===== src/rtl/hit_scorer_if.sv =====
// Player-side and display-side signals of the whack-a-mole scoring stage.
// The master drives button/mole inputs; the slave (scorer) drives score and status.
interface hit_scorer_if #(
  parameter int N_HOLES      = 4,
  parameter int SCORE_DIGITS = 2
);
  logic                      start;
  logic [N_HOLES-1:0]        btn;
  logic [N_HOLES-1:0]        mole;
  logic                      mole_new;
  logic [4*SCORE_DIGITS-1:0] score_bcd;
  logic [3:0]                miss_count;
  logic                      hit;
  logic                      miss;
  logic                      playing;
  logic                      game_over;

  // No valid/ready handshake: start, mole_new, hit and miss are single-cycle
  // pulses qualified by the posedge; btn and mole are levels sampled every cycle.
  modport master (
    output start, btn, mole, mole_new,
    input  score_bcd, miss_count, hit, miss, playing, game_over
  );

  modport slave (
    input  start, btn, mole, mole_new,
    output score_bcd, miss_count, hit, miss, playing, game_over
  );
endinterface


===== src/rtl/hit_scorer.sv =====
// Whack-a-mole scoring stage: press edge detection, hit/miss classification,
// saturating BCD score, miss counter and the IDLE/PLAY/OVER game FSM.
module hit_scorer #(
  parameter int N_HOLES      = 4,
  parameter int SCORE_DIGITS = 2,
  parameter int MAX_MISSES   = 3
) (
  input  logic         clk,
  input  logic         rst,
  hit_scorer_if.slave  bus
);

  typedef enum logic [1:0] {
    IDLE = 2'd0,
    PLAY = 2'd1,
    OVER = 2'd2
  } state_t;

  localparam int         SW    = 4 * SCORE_DIGITS;
  localparam logic [3:0] MAX_M = 4'(MAX_MISSES);

  state_t             state_q, state_d;
  logic               armed_q, armed_d;
  logic [N_HOLES-1:0] btn_prev_q;
  logic [SW-1:0]      score_q, score_d, score_inc;
  logic [3:0]         miss_cnt_q, miss_cnt_d;
  logic               hit_q, hit_d, miss_q, miss_d;
  logic [N_HOLES-1:0] press;
  logic               is_hit, wrong, escape, carry, all9;

  assign press = bus.btn & ~btn_prev_q;

  always_ff @(posedge clk) begin
    if (rst) begin
      state_q    <= IDLE;
      armed_q    <= 1'b0;
      btn_prev_q <= '0;
      score_q    <= '0;
      miss_cnt_q <= '0;
      hit_q      <= 1'b0;
      miss_q     <= 1'b0;
    end else begin
      state_q    <= state_d;
      armed_q    <= armed_d;
      btn_prev_q <= bus.btn;
      score_q    <= score_d;
      miss_cnt_q <= miss_cnt_d;
      hit_q      <= hit_d;
      miss_q     <= miss_d;
    end
  end

  // Ripple BCD increment; all9 flags the saturation point.
  always_comb begin
    score_inc = score_q;
    carry     = 1'b1;
    all9      = 1'b1;
    for (int d = 0; d < SCORE_DIGITS; d++) begin
      all9 = all9 & (score_q[4*d +: 4] == 4'd9);
      if (carry) begin
        if (score_q[4*d +: 4] == 4'd9) begin
          score_inc[4*d +: 4] = 4'd0;
        end else begin
          score_inc[4*d +: 4] = score_q[4*d +: 4] + 4'd1;
          carry               = 1'b0;
        end
      end
    end
  end

  always_comb begin
    state_d    = state_q;
    armed_d    = armed_q;
    score_d    = score_q;
    miss_cnt_d = miss_cnt_q;
    hit_d      = 1'b0;
    miss_d     = 1'b0;
    is_hit     = 1'b0;
    wrong      = 1'b0;
    escape     = 1'b0;
    case (state_q)
      IDLE, OVER: begin
        if (bus.start) begin
          state_d    = PLAY;
          score_d    = '0;
          miss_cnt_d = '0;
          armed_d    = 1'b0;
        end
      end
      PLAY: begin
        if (bus.start) begin
          score_d    = '0;
          miss_cnt_d = '0;
          armed_d    = 1'b0;
        end else begin
          // Classification uses the armed value from before this cycle's update.
          is_hit = armed_q && ((press & bus.mole) != '0);
          wrong  = (press != '0) && !is_hit;
          escape = bus.mole_new && armed_q && !is_hit;
          if (is_hit) begin
            hit_d   = 1'b1;
            armed_d = 1'b0;
            if (!all9) score_d = score_inc;
          end
          if (bus.mole_new) armed_d = 1'b1;
          if (wrong || escape) begin
            miss_d     = 1'b1;
            miss_cnt_d = miss_cnt_q + 4'd1;
            if (miss_cnt_q + 4'd1 == MAX_M) begin
              state_d = OVER;
              armed_d = 1'b0;
            end
          end
        end
      end
      default: state_d = IDLE;
    endcase
  end

  assign bus.score_bcd  = score_q;
  assign bus.miss_count = miss_cnt_q;
  assign bus.hit        = hit_q;
  assign bus.miss       = miss_q;
  assign bus.playing    = (state_q == PLAY);
  assign bus.game_over  = (state_q == OVER);

endmodule


===== src/flat_wrapper.sv =====
// flat-port wrapper written by rule: the top's interface ports become plain ports
module hit_scorer_flat 
#(
  parameter int N_HOLES      = 4,
  parameter int SCORE_DIGITS = 2,
  parameter int MAX_MISSES   = 3
)
  (clk, rst, bus_start, bus_btn, bus_mole, bus_mole_new, bus_score_bcd, bus_miss_count, bus_hit, bus_miss, bus_playing, bus_game_over);
  hit_scorer_if #(.N_HOLES(N_HOLES), .SCORE_DIGITS(SCORE_DIGITS)) bus_i ();
  input  logic clk;
  input  logic rst;
  input wire logic [$bits(bus_i.start)-1:0] bus_start;
  input wire logic [$bits(bus_i.btn)-1:0] bus_btn;
  input wire logic [$bits(bus_i.mole)-1:0] bus_mole;
  input wire logic [$bits(bus_i.mole_new)-1:0] bus_mole_new;
  output wire logic [$bits(bus_i.score_bcd)-1:0] bus_score_bcd;
  output wire logic [$bits(bus_i.miss_count)-1:0] bus_miss_count;
  output wire logic [$bits(bus_i.hit)-1:0] bus_hit;
  output wire logic [$bits(bus_i.miss)-1:0] bus_miss;
  output wire logic [$bits(bus_i.playing)-1:0] bus_playing;
  output wire logic [$bits(bus_i.game_over)-1:0] bus_game_over;
  assign bus_i.start = bus_start;
  assign bus_i.btn = bus_btn;
  assign bus_i.mole = bus_mole;
  assign bus_i.mole_new = bus_mole_new;
  assign bus_score_bcd = bus_i.score_bcd;
  assign bus_miss_count = bus_i.miss_count;
  assign bus_hit = bus_i.hit;
  assign bus_miss = bus_i.miss;
  assign bus_playing = bus_i.playing;
  assign bus_game_over = bus_i.game_over;
  hit_scorer #(.N_HOLES(N_HOLES), .SCORE_DIGITS(SCORE_DIGITS), .MAX_MISSES(MAX_MISSES)) u_core (.clk(clk), .rst(rst), .bus(bus_i));
endmodule

===== config.mk =====
export PLATFORM = sky130hd
export DESIGN_NAME = hit_scorer_flat
export DESIGN_NICKNAME = d
export VERILOG_FILES = /design/src/rtl/hit_scorer_if.sv /design/src/rtl/hit_scorer.sv /design/src/flat_wrapper.sv
export SDC_FILE = /design/constraint.sdc
export NUM_CORES = 1
export LEC_CHECK = 0
export CAP_MARGIN = 30
export CORE_ASPECT_RATIO = 1.75
export CORE_MARGIN = 1.5
export CORE_UTILIZATION = 49
export DETAILED_ROUTE_END_ITERATION = 10
export PLACE_DENSITY = 0.79
export SLEW_MARGIN = 5
export SYNTH_ARGS = -nofsm -noshare
export SYNTH_HDL_FRONTEND = slang
export SYNTH_SLANG_ARGS = --single-unit
export TNS_END_PERCENT = 100

===== constraint.sdc =====
create_clock -name clk -period 1.7 [get_ports clk]
set_input_delay 0.17 -clock clk [delete_from_list [all_inputs] [get_ports clk]]
set_output_delay 0.17 -clock clk [all_outputs]
set_load 0.02 [all_outputs]

# --- Word level (Yosys, flattened, before mapping) ---
# Cells that the tools add are included.
word_totals:
  register_bits: 21
  output_inout_bits: 16
  elab_cells: 73
op_classes:
  n_addsub: 3
  eq_ne: 13
  muxes: 27
  bitwise_logic: 5
  n_reduce_logical: 17
op_table:
  columns: ["operator", "count"]
  rows:
  - ["$mux 8", 4]
  - ["$mux 4", 6]
  - ["$pmux 8 s2", 1]
  - ["$add 4x1->4 const B", 3]
  - ["$mux 1", 9]
  - ["$ne 3x2->1 const B", 3]
  - ["$and 4x4->4", 2]
  - ["$eq 4x4->1 const B", 2]
  - ["$mux 2", 4]
  - ["$pmux 4 s2", 1]
  - ["$reduce_and 4->1", 2]
  - ["$reduce_bool 4->1", 2]
  - ["$reduce_and 5->1", 1]
  - ["$eq 4x2->1 const B", 1]
  - ["$logic_and 1x1->1", 4]
  - ["$ne 2x1->1 const B", 2]
  - ["$ne 2x2->1 const B", 2]
  - ["$not 4->4", 1]
  - ["$pmux 2 s2", 1]
  - ["$ne 3x3->1 const B", 1]
  - ["$reduce_and 3->1", 1]
  - ["$reduce_or 3->1", 1]
  - ["$eq 2x1->1 const B", 1]
  - ["$eq 2x2->1 const B", 1]
  - ["other kinds (9)", 9]

# --- Depth between registers and ports, before layout ---
depth:
  word_depth: 11
  mapped_depth: 7
  ltp_nobuf: 7

# --- Worst setup path after synthesis ---
# OpenSTA, ideal clock, no wires.
synth_path:
  path_type: "reg2reg"
  from: "register u_core.score_q[0], in the netlist u_core.bus.score_bcd[0]"
  to: "register u_core.score_q[5], in the netlist u_core.bus.score_bcd[5]"
  setup_time_ps: 71
  t_arrival_ps: 1629
  path_slack_ps: 0
  path_stages_with_launch: 7
  n_path_buf: 0
  period_less_slack_ps: 1700
  path_cell_list: "dfxtp_1 -> ha_1 -> and3b_1 -> a41o_1 -> o211ai_4 -> or3_1 -> a21oi_1"
synth_via:
  elab_chain_cells: 4
synth_lines:
  columns: ["element", "line", "source"]
  rows:
  - ["from (decl)", "hit_scorer.sv:25", "logic [SW-1:0] score_q, score_d, score_inc;"]
  - ["from (signal assigned)", "hit_scorer.sv:46", "score_q <= score_d;"]
  - ["$eq 4x4->1 (*)", "hit_scorer.sv:59, hit_scorer.sv:61", null]
  - ["$and 1x1->1 / $mux 1 (equally long branches)", "hit_scorer.sv:59, hit_scorer.sv:61", null]
  - ["$ne 3x3->1 (no line) / $ne 3x2->1 (equally long branches)", null, null]
  - ["$reduce_and 5->1 (no line) (*)", null, null]
# Every way passes the cells marked *; elsewhere a longest branch is shown, timed or not.
# A chain may end at the register's enable or synchronous reset.

# --- Worst setup path in the final report ---
layout_path:
  from: "register u_core.score_q[1], in the netlist u_core.bus.score_bcd[1]"
  to: "register u_core.score_q[4], in the netlist u_core.bus.score_bcd[4]"
# The elaborated chain is that of the path after synthesis.

==> results.json <==
{
  "grt_overflow": 0,
  "min_path_cells": 3,
  "synth_top_cell_area_share": 0.3522,
  "path_class": "flop to flop",
  "yosysTopAreaCell": "dfxtp_1",
  "final_util": 0.7353,
  "pre_cts_slack_ns": -0.1557,
  "antenna_cells": 0,
  "dp_hpwl_um": 2378,
  "finalCriticalPeriod_ns": 1.691,
  "netlist_area_um2": 1194,
  "peakVddDrop_mv": 0.6155,
  "syn-num-nets": 149,
  "grtUsageTotal": 0.2603,
  "worst_pin_slew_ns": 0.4006,
  "fp.dieH_um": 68.29,
  "mostFrequentLayoutCells": "clkdlybuf4s50_1 (26), dfxtp_1 (15), buf_4 (14), nor2_1 (12), nand2_1 (9)",
  "hold_violations": 0,
  "wl_um": 2995,
  "rsz0062_at_grt": "true",
  "nets": 194,
  "r2r_cells": 7,
  "clock_path_buffers": 2,
  "route.detailed.drc": 0,
  "end_kind": "flop",
  "first_iter_violations": 21,
  "arrival_ns": 1.89,
  "hold_class": "input pin to flop",
  "power.internal_uw": 784.3,
  "swShare": 0.2719,
  "p_leak_nw": 0.7143,
  "holdBufCountCts": 0,
  "die_area_um2": 2753,
  "setup_tns_ns": 0,
  "comb_power_share": 0.200,
  "vias": 1144,
  "synth-seq-cells": 21,
  "synth_area_leaders": "dfxtp_1 (35%), ha_1 (6.3%), o211ai_4 (5.3%)",
  "die_x_um": 40.31,
  "start_util": 0.5185,
  "drive_above_1_share": 0.2571,
  "area_delta_synth_final_pct": 41.82,
  "status": "finished, final reports clean",
  "cts_sinks": 21,
  "pwr-share-seq": 0.484,
  "max-slew-margin-rel": 0.7261,
  "root_buffer": "clkbuf_8",
  "met1_length_um": 1116,
  "num_rows": 23,
  "highest_layer": "met4",
  "grt_max_degree": 12,
  "cp_max_fo": 6,
  "antenna_found_initial": 0,
  "slew_viol_final": 0,
  "async_flop_share": 0,
  "powerDensity_nw_per_um2": 636.3,
  "p_clk_frac": 0.316,
  "clkTransAtPathRegs_ns": 0.08,
  "final_common_cell": "clkdlybuf4s50_1",
  "htreeDepth": 1,
  "finalSetupViolations": 0,
  "fmax_ghz": 0.5915,
  "viasPerCell": 5.720,
  "maxCapViolations": 0,
  "synthCells": 131,
  "ant_nets": 0,
  "firstDrtPassIters": 4,
  "wl_met3_um": 90,
  "skew_ns": 0.006872,
  "gp_congestion": 0.8575,
  "grt_pass1_vias": 1112,
  "avgSynthCellArea_um2": 9.112,
  "worst_slack_ns": 0.009464,
  "yosys.cell_types.count": 46,
  "switchingPower_uw": 292.9,
  "core-area_um2": 2302,
  "holdWs_ns": 0.4918,
  "io_pins": 28,
  "crit_required_ns": 1.90,
  "tritoncts": "yes",
  "grt_first_pass_wirelength_um": 4816,
  "wl_met2_um": 1691,
  "fin_crit_sh": 0.9944,
  "wire_per_inst_um": 14.98,
  "ys_seq_area_frac": 0.3522,
  "synth_warnings": 0,
  "synth_edf_count": 0,
  "port_buffers": 27,
  "synthFlopType": "dfxtp_1",
  "cts_buffers": 3,
  "cp-start-kind": "flop",
  "clk_latency_ns": 0.27
}
[synth_stat cells, types with 3 or more instances]
library cell and n:
nor2b_1 4, nand3b_1 6, nor3b_1 3, o211ai_4 3, or3_1 3, a21oi_1 7
nand2_1 9, nor2_1 12, nand3_1 6, inv_1 8, ha_1 6, dfxtp_1 21
[metrics by stage]
stage                     power [mW]  instances  instance area [µm²]
after floorplan               0.6377        131                 1194
after CTS                      1.064        198                 1629
after global placement        0.7273        194                 1582
after global routing           1.119        200                 1693
after detailed placement      0.7337        194                 1582
final                          1.077        200                 1693
[state kept, by name (all words and copies together), names as in the netlist]
signal                 flops
u_core.bus.score_bcd       8
u_core.state_q             2
u_core.bus.miss_count      4
u_core.armed_q             1
u_core.bus.hit             1
u_core.btn_prev_q          4
u_core.bus.miss            1
[metal layers]
layer | vias to the layer above | global-route usage
met5 | - | 0
met1 | 533 | 0.2485
li1 | 565 | -
met3 | 12 | 0.05195
met2 | 34 | 0.4617
met4 | 0 | 0.1792
[worst max-delay path, stage by stage, from the launching register on]
cell,delay [ns]
dfxtp_2,0.33
inv_2,0.05
ha_4,0.12
and3b_2,0.21
a41o_1,0.24
o211ai_4,0.13
or3_4,0.41
a21oi_2,0.14
[kinds of logic (layout without fill, tap and decap cells)]
kind of cell / count (synthesis) / in the layout / share of synthesized area
simple gates: 60 / 60 / 0.2935
compound gates: 31 / 31 / 0.2359
flops: 21 / 21 / 0.3522
buf+inv: 10 / 54 / 0.03144
fa+ha+maj: 6 / 6 / 0.06289
xor+xnor: 2 / 2 / 0.01468
mux: 1 / 1 / 0.009433
[power by group through the flow]
stage | clock [mW] | sequential (mW) | combinational [mW]
after floorplan | 0 | 0.540 | 0.0973
after global placement | 0 | 0.529 | 0.198
after detailed placement | 0 | 0.530 | 0.204
after CTS | 0.342 | 0.519 | 0.203
after global routing | 0.362 | 0.524 | 0.233
final | 0.341 | 0.521 | 0.215
[layout make-up]
class                      instances  area (µm²)
tap                               25       31.28
multi-input combinational        100       780.7
fill                             179       609.3
timing repair buffer              41       374.1
sequential                        21       427.9
inverter                           9       33.78
clock buffer                       4       45.04
[what timing repair did]
item,4_1_cts,5_1_grt
setup buffers,0,2
setup endpoints to repair,2,6
pin swaps,1,5
gates resized for setup,2,15
[worst paths after layout]
check                                               from                        to  slack, ns
worst max-delay path             u_core.bus.score_bcd[1]   u_core.bus.score_bcd[4]      0.009
worst min-delay path                          bus_btn[0]      u_core.btn_prev_q[0]       0.49
worst max register to register   u_core.bus.score_bcd[1]   u_core.bus.score_bcd[4]      0.009
worst min register to register  u_core.bus.miss_count[1]  u_core.bus.miss_count[1]       0.51
No activity file was read; power rests on OpenSTA's default activity.
